<file path="src/rtl/mem_port_sequencer_if.sv">
// Bus bundle around the shared memory port sequencer.
//   Requester side : if_req/if_addr/if_ack (fetch), d_req/d_we/d_addr/d_wdata/d_ack (data),
//                    rd_data, err, busy
//   Memory side    : mem_en/mem_we/mem_addr/mem_wdata (request), mem_rdata/mem_ready (reply)
// modport slave  : the sequencer's view (serves requesters, drives the memory request).
// modport master : the environment's view (requesters plus memory model).
interface mem_port_sequencer_if #(
    parameter int ADDR_W = 32,
    parameter int DATA_W = 32
);
    logic              if_req;
    logic [ADDR_W-1:0] if_addr;
    logic              if_ack;
    logic              d_req;
    logic              d_we;
    logic [ADDR_W-1:0] d_addr;
    logic [DATA_W-1:0] d_wdata;
    logic              d_ack;
    logic [DATA_W-1:0] rd_data;
    logic              err;
    logic              busy;
    logic              mem_en;
    logic              mem_we;
    logic [ADDR_W-1:0] mem_addr;
    logic [DATA_W-1:0] mem_wdata;
    logic [DATA_W-1:0] mem_rdata;
    logic              mem_ready;

    modport slave (
        input  if_req, if_addr, d_req, d_we, d_addr, d_wdata, mem_rdata, mem_ready,
        output if_ack, d_ack, rd_data, err, busy, mem_en, mem_we, mem_addr, mem_wdata
    );

    modport master (
        output if_req, if_addr, d_req, d_we, d_addr, d_wdata, mem_rdata, mem_ready,
        input  if_ack, d_ack, rd_data, err, busy, mem_en, mem_we, mem_addr, mem_wdata
    );
endinterface

</file>
<file path="src/rtl/mem_port_sequencer.sv">
// Shares one memory port between instruction fetch and data load/store requests.
// Arbitrates (data first, fetch forced after STARVE_LIMIT data grants while fetch
// waits), holds the memory request until mem_ready, returns a single ack pulse and
// flags misaligned addresses or an access that exceeds TIMEOUT_CYC cycles.
// Ports:
//   clk  - clock, all state on posedge
//   rst  - synchronous active-high reset
//   bus  - mem_port_sequencer_if.slave: requester handshakes, read data/status,
//          memory request/response
module mem_port_sequencer #(
    parameter int ADDR_W       = 32,
    parameter int DATA_W       = 32,
    parameter int STARVE_LIMIT = 4,
    parameter int TIMEOUT_CYC  = 15
) (
    input  logic                  clk,
    input  logic                  rst,
    mem_port_sequencer_if.slave   bus
);
    localparam int STARVE_W = $clog2(STARVE_LIMIT + 1);
    localparam int TMO_W    = $clog2(TIMEOUT_CYC + 1);

    typedef enum logic [1:0] {S_IDLE, S_ACCESS, S_RESP} state_t;

    state_t              state_q, state_d;
    logic                owner_q, owner_d;     // 1 = data, 0 = fetch
    logic                we_q, we_d;
    logic [ADDR_W-1:0]   addr_q, addr_d;
    logic [DATA_W-1:0]   wdata_q, wdata_d;
    logic [DATA_W-1:0]   rd_data_q, rd_data_d;
    logic                err_q, err_d;
    logic [STARVE_W-1:0] starve_q, starve_d;
    logic [TMO_W-1:0]    tmo_q, tmo_d;
    logic                grant_data;

    always_ff @(posedge clk) begin
        if (rst) begin
            state_q   <= S_IDLE;
            owner_q   <= 1'b0;
            we_q      <= 1'b0;
            addr_q    <= '0;
            wdata_q   <= '0;
            rd_data_q <= '0;
            err_q     <= 1'b0;
            starve_q  <= '0;
            tmo_q     <= '0;
        end else begin
            state_q   <= state_d;
            owner_q   <= owner_d;
            we_q      <= we_d;
            addr_q    <= addr_d;
            wdata_q   <= wdata_d;
            rd_data_q <= rd_data_d;
            err_q     <= err_d;
            starve_q  <= starve_d;
            tmo_q     <= tmo_d;
        end
    end

    always_comb begin
        state_d    = state_q;
        owner_d    = owner_q;
        we_d       = we_q;
        addr_d     = addr_q;
        wdata_d    = wdata_q;
        rd_data_d  = rd_data_q;
        err_d      = err_q;
        starve_d   = starve_q;
        tmo_d      = tmo_q;
        grant_data = 1'b0;

        case (state_q)
            S_IDLE: begin
                if (bus.if_req || bus.d_req) begin
                    // Fetch only beats a pending data request once it has been starved.
                    grant_data = bus.d_req &&
                                 !(bus.if_req && starve_q == STARVE_W'(STARVE_LIMIT));
                    if (grant_data) begin
                        owner_d = 1'b1;
                        we_d    = bus.d_we;
                        addr_d  = bus.d_addr;
                        wdata_d = bus.d_wdata;
                        // A data grant with fetch pending implies starve_q < limit,
                        // so this increment saturates by construction.
                        if (bus.if_req)
                            starve_d = starve_q + 1'b1;
                    end else begin
                        owner_d  = 1'b0;
                        we_d     = 1'b0;
                        addr_d   = bus.if_addr;
                        wdata_d  = '0;
                        starve_d = '0;
                    end
                    // Misaligned: skip the memory cycle and answer with err.
                    err_d   = |addr_d[1:0];
                    state_d = err_d ? S_RESP : S_ACCESS;
                end
            end
            S_ACCESS: begin
                tmo_d = tmo_q + 1'b1;
                if (bus.mem_ready) begin
                    if (!we_q)
                        rd_data_d = bus.mem_rdata;
                    state_d = S_RESP;
                end else if (tmo_q == TMO_W'(TIMEOUT_CYC - 1)) begin
                    err_d   = 1'b1;
                    state_d = S_RESP;
                end
            end
            S_RESP: begin
                tmo_d   = '0;
                err_d   = 1'b0;
                state_d = S_IDLE;
            end
            default: state_d = S_IDLE;
        endcase
    end

    assign bus.if_ack    = (state_q == S_RESP) && !owner_q;
    assign bus.d_ack     = (state_q == S_RESP) &&  owner_q;
    assign bus.err       = (state_q == S_RESP) &&  err_q;
    assign bus.busy      = (state_q != S_IDLE);
    assign bus.mem_en    = (state_q == S_ACCESS);
    assign bus.mem_we    = (state_q == S_ACCESS) && we_q;
    assign bus.mem_addr  = addr_q;
    assign bus.mem_wdata = wdata_q;
    assign bus.rd_data   = rd_data_q;
endmodule

</file>
<file path="src/flat_wrapper.sv">
// flat-port wrapper written by rule: the top's interface ports become plain ports
module mem_port_sequencer_flat 
#(
    parameter int ADDR_W       = 32,
    parameter int DATA_W       = 32,
    parameter int STARVE_LIMIT = 4,
    parameter int TIMEOUT_CYC  = 15
)
  (clk, rst, bus_if_req, bus_if_addr, bus_d_req, bus_d_we, bus_d_addr, bus_d_wdata, bus_mem_rdata, bus_mem_ready, bus_if_ack, bus_d_ack, bus_rd_data, bus_err, bus_busy, bus_mem_en, bus_mem_we, bus_mem_addr, bus_mem_wdata);
  mem_port_sequencer_if #(.ADDR_W(ADDR_W), .DATA_W(DATA_W)) bus_i ();
  input  logic clk;
  input  logic rst;
  input wire logic [$bits(bus_i.if_req)-1:0] bus_if_req;
  input wire logic [$bits(bus_i.if_addr)-1:0] bus_if_addr;
  input wire logic [$bits(bus_i.d_req)-1:0] bus_d_req;
  input wire logic [$bits(bus_i.d_we)-1:0] bus_d_we;
  input wire logic [$bits(bus_i.d_addr)-1:0] bus_d_addr;
  input wire logic [$bits(bus_i.d_wdata)-1:0] bus_d_wdata;
  input wire logic [$bits(bus_i.mem_rdata)-1:0] bus_mem_rdata;
  input wire logic [$bits(bus_i.mem_ready)-1:0] bus_mem_ready;
  output wire logic [$bits(bus_i.if_ack)-1:0] bus_if_ack;
  output wire logic [$bits(bus_i.d_ack)-1:0] bus_d_ack;
  output wire logic [$bits(bus_i.rd_data)-1:0] bus_rd_data;
  output wire logic [$bits(bus_i.err)-1:0] bus_err;
  output wire logic [$bits(bus_i.busy)-1:0] bus_busy;
  output wire logic [$bits(bus_i.mem_en)-1:0] bus_mem_en;
  output wire logic [$bits(bus_i.mem_we)-1:0] bus_mem_we;
  output wire logic [$bits(bus_i.mem_addr)-1:0] bus_mem_addr;
  output wire logic [$bits(bus_i.mem_wdata)-1:0] bus_mem_wdata;
  assign bus_i.if_req = bus_if_req;
  assign bus_i.if_addr = bus_if_addr;
  assign bus_i.d_req = bus_d_req;
  assign bus_i.d_we = bus_d_we;
  assign bus_i.d_addr = bus_d_addr;
  assign bus_i.d_wdata = bus_d_wdata;
  assign bus_i.mem_rdata = bus_mem_rdata;
  assign bus_i.mem_ready = bus_mem_ready;
  assign bus_if_ack = bus_i.if_ack;
  assign bus_d_ack = bus_i.d_ack;
  assign bus_rd_data = bus_i.rd_data;
  assign bus_err = bus_i.err;
  assign bus_busy = bus_i.busy;
  assign bus_mem_en = bus_i.mem_en;
  assign bus_mem_we = bus_i.mem_we;
  assign bus_mem_addr = bus_i.mem_addr;
  assign bus_mem_wdata = bus_i.mem_wdata;
  mem_port_sequencer #(.ADDR_W(ADDR_W), .DATA_W(DATA_W), .STARVE_LIMIT(STARVE_LIMIT), .TIMEOUT_CYC(TIMEOUT_CYC)) u_core (.clk(clk), .rst(rst), .bus(bus_i));
endmodule
</file>
<file path="config.mk">
export PLATFORM = sky130hd
export DESIGN_NAME = mem_port_sequencer_flat
export DESIGN_NICKNAME = d
export VERILOG_FILES = /design/src/rtl/mem_port_sequencer_if.sv /design/src/rtl/mem_port_sequencer.sv /design/src/flat_wrapper.sv
export SDC_FILE = /design/constraint.sdc
export NUM_CORES = 1
export LEC_CHECK = 0
export BUFFER_PORTS_ARGS = -buffer_cell sky130_fd_sc_hd__buf_4
export CORE_MARGIN = 10
export CORE_UTILIZATION = 40
export DETAILED_ROUTE_END_ITERATION = 10
export GPL_ROUTABILITY_DRIVEN = 0
export HOLD_SLACK_MARGIN = 0.03
export PLACE_DENSITY = 0.84
export SLEW_MARGIN = 25
export SYNTH_ARGS = -nofsm -noshare
export SYNTH_HDL_FRONTEND = slang
export SYNTH_SLANG_ARGS = --single-unit
</file>
<file path="constraint.sdc">
create_clock -name clk -period 1.7 [get_ports clk]
set_input_delay 0.17 -clock clk [delete_from_list [all_inputs] [get_ports clk]]
set_output_delay 0.17 -clock clk [all_outputs]
set_load 0.03 [all_outputs]
</file>
-- Yosys cells after proc, flatten, opt, wreduce, memory -nomap -nowiden
Cells that the tools add are included.
W data, S select, Z words.
- output and inout bits: 102
- word-level logic and storage cells: 58
- input port bits: 134
- register bits after elaboration: 108
- multiplexer cells: 18
- reduce and logical (&&, ||, !) cells: 19
- add/sub/neg operators: 2
- eq/ne operators: 9
- bitwise logic cells: 1
- operators by type and width (cell ; count):
    $mux W32 ; 4
    $mux W2 ; 4
    $pmux W4 S2 ; 1
    $logic_and A1 B1 Y1 ; 6
    $mux W3 ; 2
    $reduce_and A3 Y1 ; 2
    $mux W1 ; 5
    $add A4 B1 Y4 const B ; 1
    $eq A4 B4 Y1 const B ; 1
    $ne A2 B1 Y1 const B ; 2
    $ne A2 B2 Y1 const B ; 2
    $pmux W2 S2 ; 1
    $reduce_and A2 Y1 ; 2
    $reduce_and A4 Y1 ; 1
    $reduce_bool A2 Y1 ; 2
    $add A3 B1 Y3 const B ; 1
    $eq A3 B3 Y1 const B ; 1
    $ne A3 B2 Y1 const B ; 1
    $pmux W1 S3 ; 1
    $reduce_bool A3 Y1 ; 1
    $eq A2 B1 Y1 const B ; 1
    $eq A2 B2 Y1 const B ; 1
    $logic_not A1 Y1 ; 2
    $logic_not A2 Y1 ; 1
    other kinds (3) ; 3

-- Logic depth before layout (Yosys ltp)
- depth after elaboration: 11
- depth in mapped cells: 8
- depth with buffers taken out: 6

-- Least setup slack after synthesis
No wires, ideal clock.
- path kind: flip-flop to flip-flop
- start point: reg u_core.state_q[0]
- end point: reg u_core.addr_q[28], in the netlist u_core.bus.mem_addr[28]
- path buffers: 2
- path slack: -0.077 ns
- period minus slack after synthesis: 1.777 ns
- data arrival time: 1.691 ns
- cell stages (with the launch flop): 9
- data required time: 1.614 ns
- library setup time: 0.086 ns
- cell sequence: dfxtp_1 > inv_1 > ha_1 > buf_4 > inv_1 > nor2_1 > clkbuf_1 > nor2_1 > a211oi_1
- longest elaborated chain between the ends: 2
- RTL lines (element ; line ; text):
    from (decl) ; mem_port_sequencer.sv:25 ; state_t state_q, state_d;
    from (signal assigned) ; mem_port_sequencer.sv:48 ; state_q <= state_d;
    $logic_not A2 Y1 ; mem_port_sequencer.sv:72 ; case (state_q)
    $reduce_and A2 Y1 (no source line) ; n/a ;
    to (signal assigned) ; mem_port_sequencer.sv:51 ; addr_q <= addr_d;
    to (decl) ; mem_port_sequencer.sv:28 ; logic [ADDR_W-1:0] addr_q, addr_d;
No other way between the ends.
A chain may end at the register's enable or synchronous reset.

-- Final worst setup path
- start point: reg u_core.state_q[1]
- end point: out bus_mem_we
- longest elaborated chain between the ends: 2
- RTL lines (element ; line ; text):
    $eq A2 B1 Y1 ; mem_port_sequencer.sv:124 ; assign bus.mem_we = (state_q == S_ACCESS) && we_q;
    $logic_and A1 B1 Y1 ; mem_port_sequencer.sv:124 ;
    to (decl) ; flat_wrapper.sv:27 ; output wire logic [$bits(bus_i.mem_we)-1:0] bus_mem_we;
No other way between the ends.

==> metrics.md <==
| Metric | Value |
|---|---|
| Post-CTS Setup Inserts | 0 |
| Placeable core area | 10,300 um^2 |
| Biggest area consumer among synthesized cells | dfxtp_1 |
| Leak | 2.94 nW |
| CTS buffer count | 9 |
| Ys async rst share | 0% |
| Placed Cells | 828 |
| Share of cells above drive strength 1 | 39.4% |
| Yosys Warn Count | 0 |
| Sink Count | 108 |
| Post-Layout Cell Count | 846 |
| Max_slew headroom | 74.0% |
| Post-DP HPWL | 11.1 mm |
| Layout Skew | 0.0112 ns |
| Xor/xnor cell area share of the yosys netlist | 0% |
| Maximum clock path buffer count | 2 |
| First-pass GRT wire length | 21.5 mm |
| Pin slew with the least headroom to its limit | 0.390 ns |
| Die Ht | 123 um |
| Synth Area in Adders | 2.07% |
| VDD IR max | 489 uV |
| CTS H-tree lvls | 3 |
| Initial DRC count | 286 |
| Critical path class | register to output port |
| RSZ-0062 raised after global routing | no |
| Vias per inst | 5.03 |
| Main combinational cell family by area after synthesis | compound AO/OA/AOI/OAI gates |
| Die X | 123 um |
| Routed wire length | 14.4 mm |
| Yosys cell types | 40 |
| Fin util | 62.4% |
| Most used DFF post-synth | dfxtp_1 |
| DRT Pass-1 Iters | 4 |
| Synth area leaders | dfxtp_1 51%, mux2i_1 8.0%, a21oi_1 7.2% |
| Sum Neg Setup Slack | 0 ns |
| Detail Route Antenna Nets | 0 |
| WP data required | 1.53 ns |
| Minimum clock period after layout | 1.63 ns |
| Worst Hold Class | input pin to register |
| Hold path start | bus_mem_rdata[26] |
| Layout Nets | 846 |
| Gr usage total | 17.6% |
| Hold Vio Cnt, Final | 0 |
| Die area | 15,100 um^2 |
| Fmax | 0.614 GHz |
| Status | finished, final reports clean |
| Worst-path fanout max | 7 |
| Reg-to-reg startpoint | u_core.starve_q[1]$_SDFFE_PP0P_ |
| GRT overflow | 0 |
| Sequential share of the synthesized area | 51.1% |
| Avg Inst Size Synth | 8.82 um^2 |
| Worst Path Arrival | 1.46 ns |
| Final period utilization | 95.8% |
| TritonCTS clock tree | built |
| Post-synth EDFFs | 0 |
| Drt wl/cell | 17.0 um |
| Yosys top cell area share | 51.1% |
| Post-Synth Simple-Gate Area | 14.4% |
| # diodes | 0 |
| Critical Path, Cell by Cell | inv_1 -> ha_2 -> buf_4 -> and2_1 -> buf_4 |
| Vias in the first global route | 4,389 |
| Critical path endpoint category | output port |
| Area Overhead vs Synth | 52.1% |
| Mux contribution to synthesized area | 8.04% |
| Routed vias | 4,259 |
| CP most frequent cell | buf_4 |
| MaxCap Viol Count | 0 |
| Synth Area in Compound Gates | 19.8% |
| Pin count of the biggest net entering global routing | 65 |
| Power per cell area | 920 nW/um^2 |
| Fin. max-slew vios | 0 |
| CP startpoint | u_core.state_q[1]$_SDFFE_PP0P_ |
| Boundary pin count | 236 |
| Initial antenna violation count | 0 |
| Synthesized instance count | 480 |
| CP max-delay cell | dfxtp_1 |
| Initial core utilization | 41.0% |
| I/O Buffers | 235 |
| Rows | 37 |
| CP peak stage delay | 0.35 ns |
| Post-Synthesis Cell Area | 4230 um^2 |
| R2R setup slack | 0.08 ns |
| Skew-Pair Late Insertion Delay | 0.36 ns |
| Syn_nets | 621 |
| Synth Register Bits | 108 |
| Final setup fails | 0 |
| Worst setup SP type | register |
| Root buffer cell | clkbuf_8 |
| Clock transition at the registers of the reported paths | 0.10 ns |
| DRC viols | 0 |
[cell type report]
cell class              count  area [um^2]
fillers                   842         3880
flip-flops and latches    108         2170
repair buffers            251         1970
multi-input cells         327         1910
well taps                 136          170
clock buffers              13          169
inverters                   8         30.0
clock inverters             3         20.0
[worst paths after layout]
path / end / cells past startpoint
min reg2reg: u_core.bus.rd_data[11]$_SDFFE_PP0P_ / 2
min: u_core.bus.rd_data[26]$_SDFFE_PP0P_ / 3
max: bus_mem_we / 5
max reg2reg: u_core.bus.mem_addr[28]$_SDFFE_PP0P_ / 7
[stage by stage]
step           setup WS, ns  total power [mW]  hold WS [ns]  area, um^2
2_1_floorplan        0.0198              3.73         0.306        4240
3_3_place_gp         0.0761              4.42         0.418        6190
3_5_place_dp         0.0246              4.47         0.427        6190
4_1_cts             0.00172              5.95        0.0305        6380
5_1_grt             0.00319              6.23        0.0325        6440
6_report             0.0720              5.92        0.0496        6440
[state kept, by name (all words and copies together) (netlist names)]
name                  cells
u_core.bus.mem_wdata     32
u_core.tmo_q              4
u_core.owner_q            1
u_core.state_q            2
u_core.bus.rd_data       32
u_core.bus.mem_addr      32
u_core.err_q              1
u_core.we_q               1
u_core.starve_q           3
[synth_stat cells (4+ instances only)]
master,number
ha_1,7
clkbuf_1,29
mux2i_1,34
nand2_1,70
o21ai_0,28
buf_4,4
a22oi_1,34
inv_1,7
and2_1,4
a211oi_1,8
dfxtp_1,108
a21oi_1,61
nor2_1,54
[worst max-delay path: cells and delay by family, from the launching register on]
family,cells,cell delay (ns)
AND/OR/NAND/NOR,1,0.16
adder cells (fa/ha/maj),1,0.19
buffers and inverters,3,0.41
flip-flops,1,0.35
[cells by family (layout without fill, tap and decap cells)]
kind of cell	after synthesis	in the layout
flip-flops	108	108
multiplexers	34	34
AND/OR/NAND/NOR	145	145
AO/OA/AOI/OAI	141	141
adder cells (fa/ha/maj)	7	7
buffers and inverters	45	275
[cells in the final DEF (no fill, tap or decap), drive strengths merged, types with 2 or more instances in the layout]
cell,Yosys,routed
a211oi,8,8
a21oi,61,61
a22oi,34,34
and2,4,4
and3,3,3
buf,8,249
clkbuf,29,14
clkinvlp,0,2
dfxtp,108,108
ha,7,7
inv,8,8
mux2i,34,34
nand2,70,70
nand2b,2,2
nor2,54,54
nor3,2,2
o21ai,29,29
[report_power, final]
| group | total [mW] | switching [mW] | internal (mW) |
|---|---|---|---|
| combinational | 1.62 | 0.914 | 0.702 |
| clock | 1.48 | 0.829 | 0.653 |
| sequential | 2.83 | 0.108 | 2.72 |
[layer usage]
layer,global-route usage [%],vias to the layer above,share of wire (%)
li1,-,2110,-
met1,18.3,1971,37
met2,30.6,172,49
met3,9.41,6,13
met4,4.42,0,0.67
met5,0,-,0
[what timing repair did]
item	4_1_cts	5_1_grt
gates cloned	0	1
hold buffers	0	1
endpoints found under the setup margin	1	14
gates resized for setup	1	8
pin swaps	0	2
endpoints found under the hold margin	0	1
No activity file was read; power rests on OpenSTA's default activity.
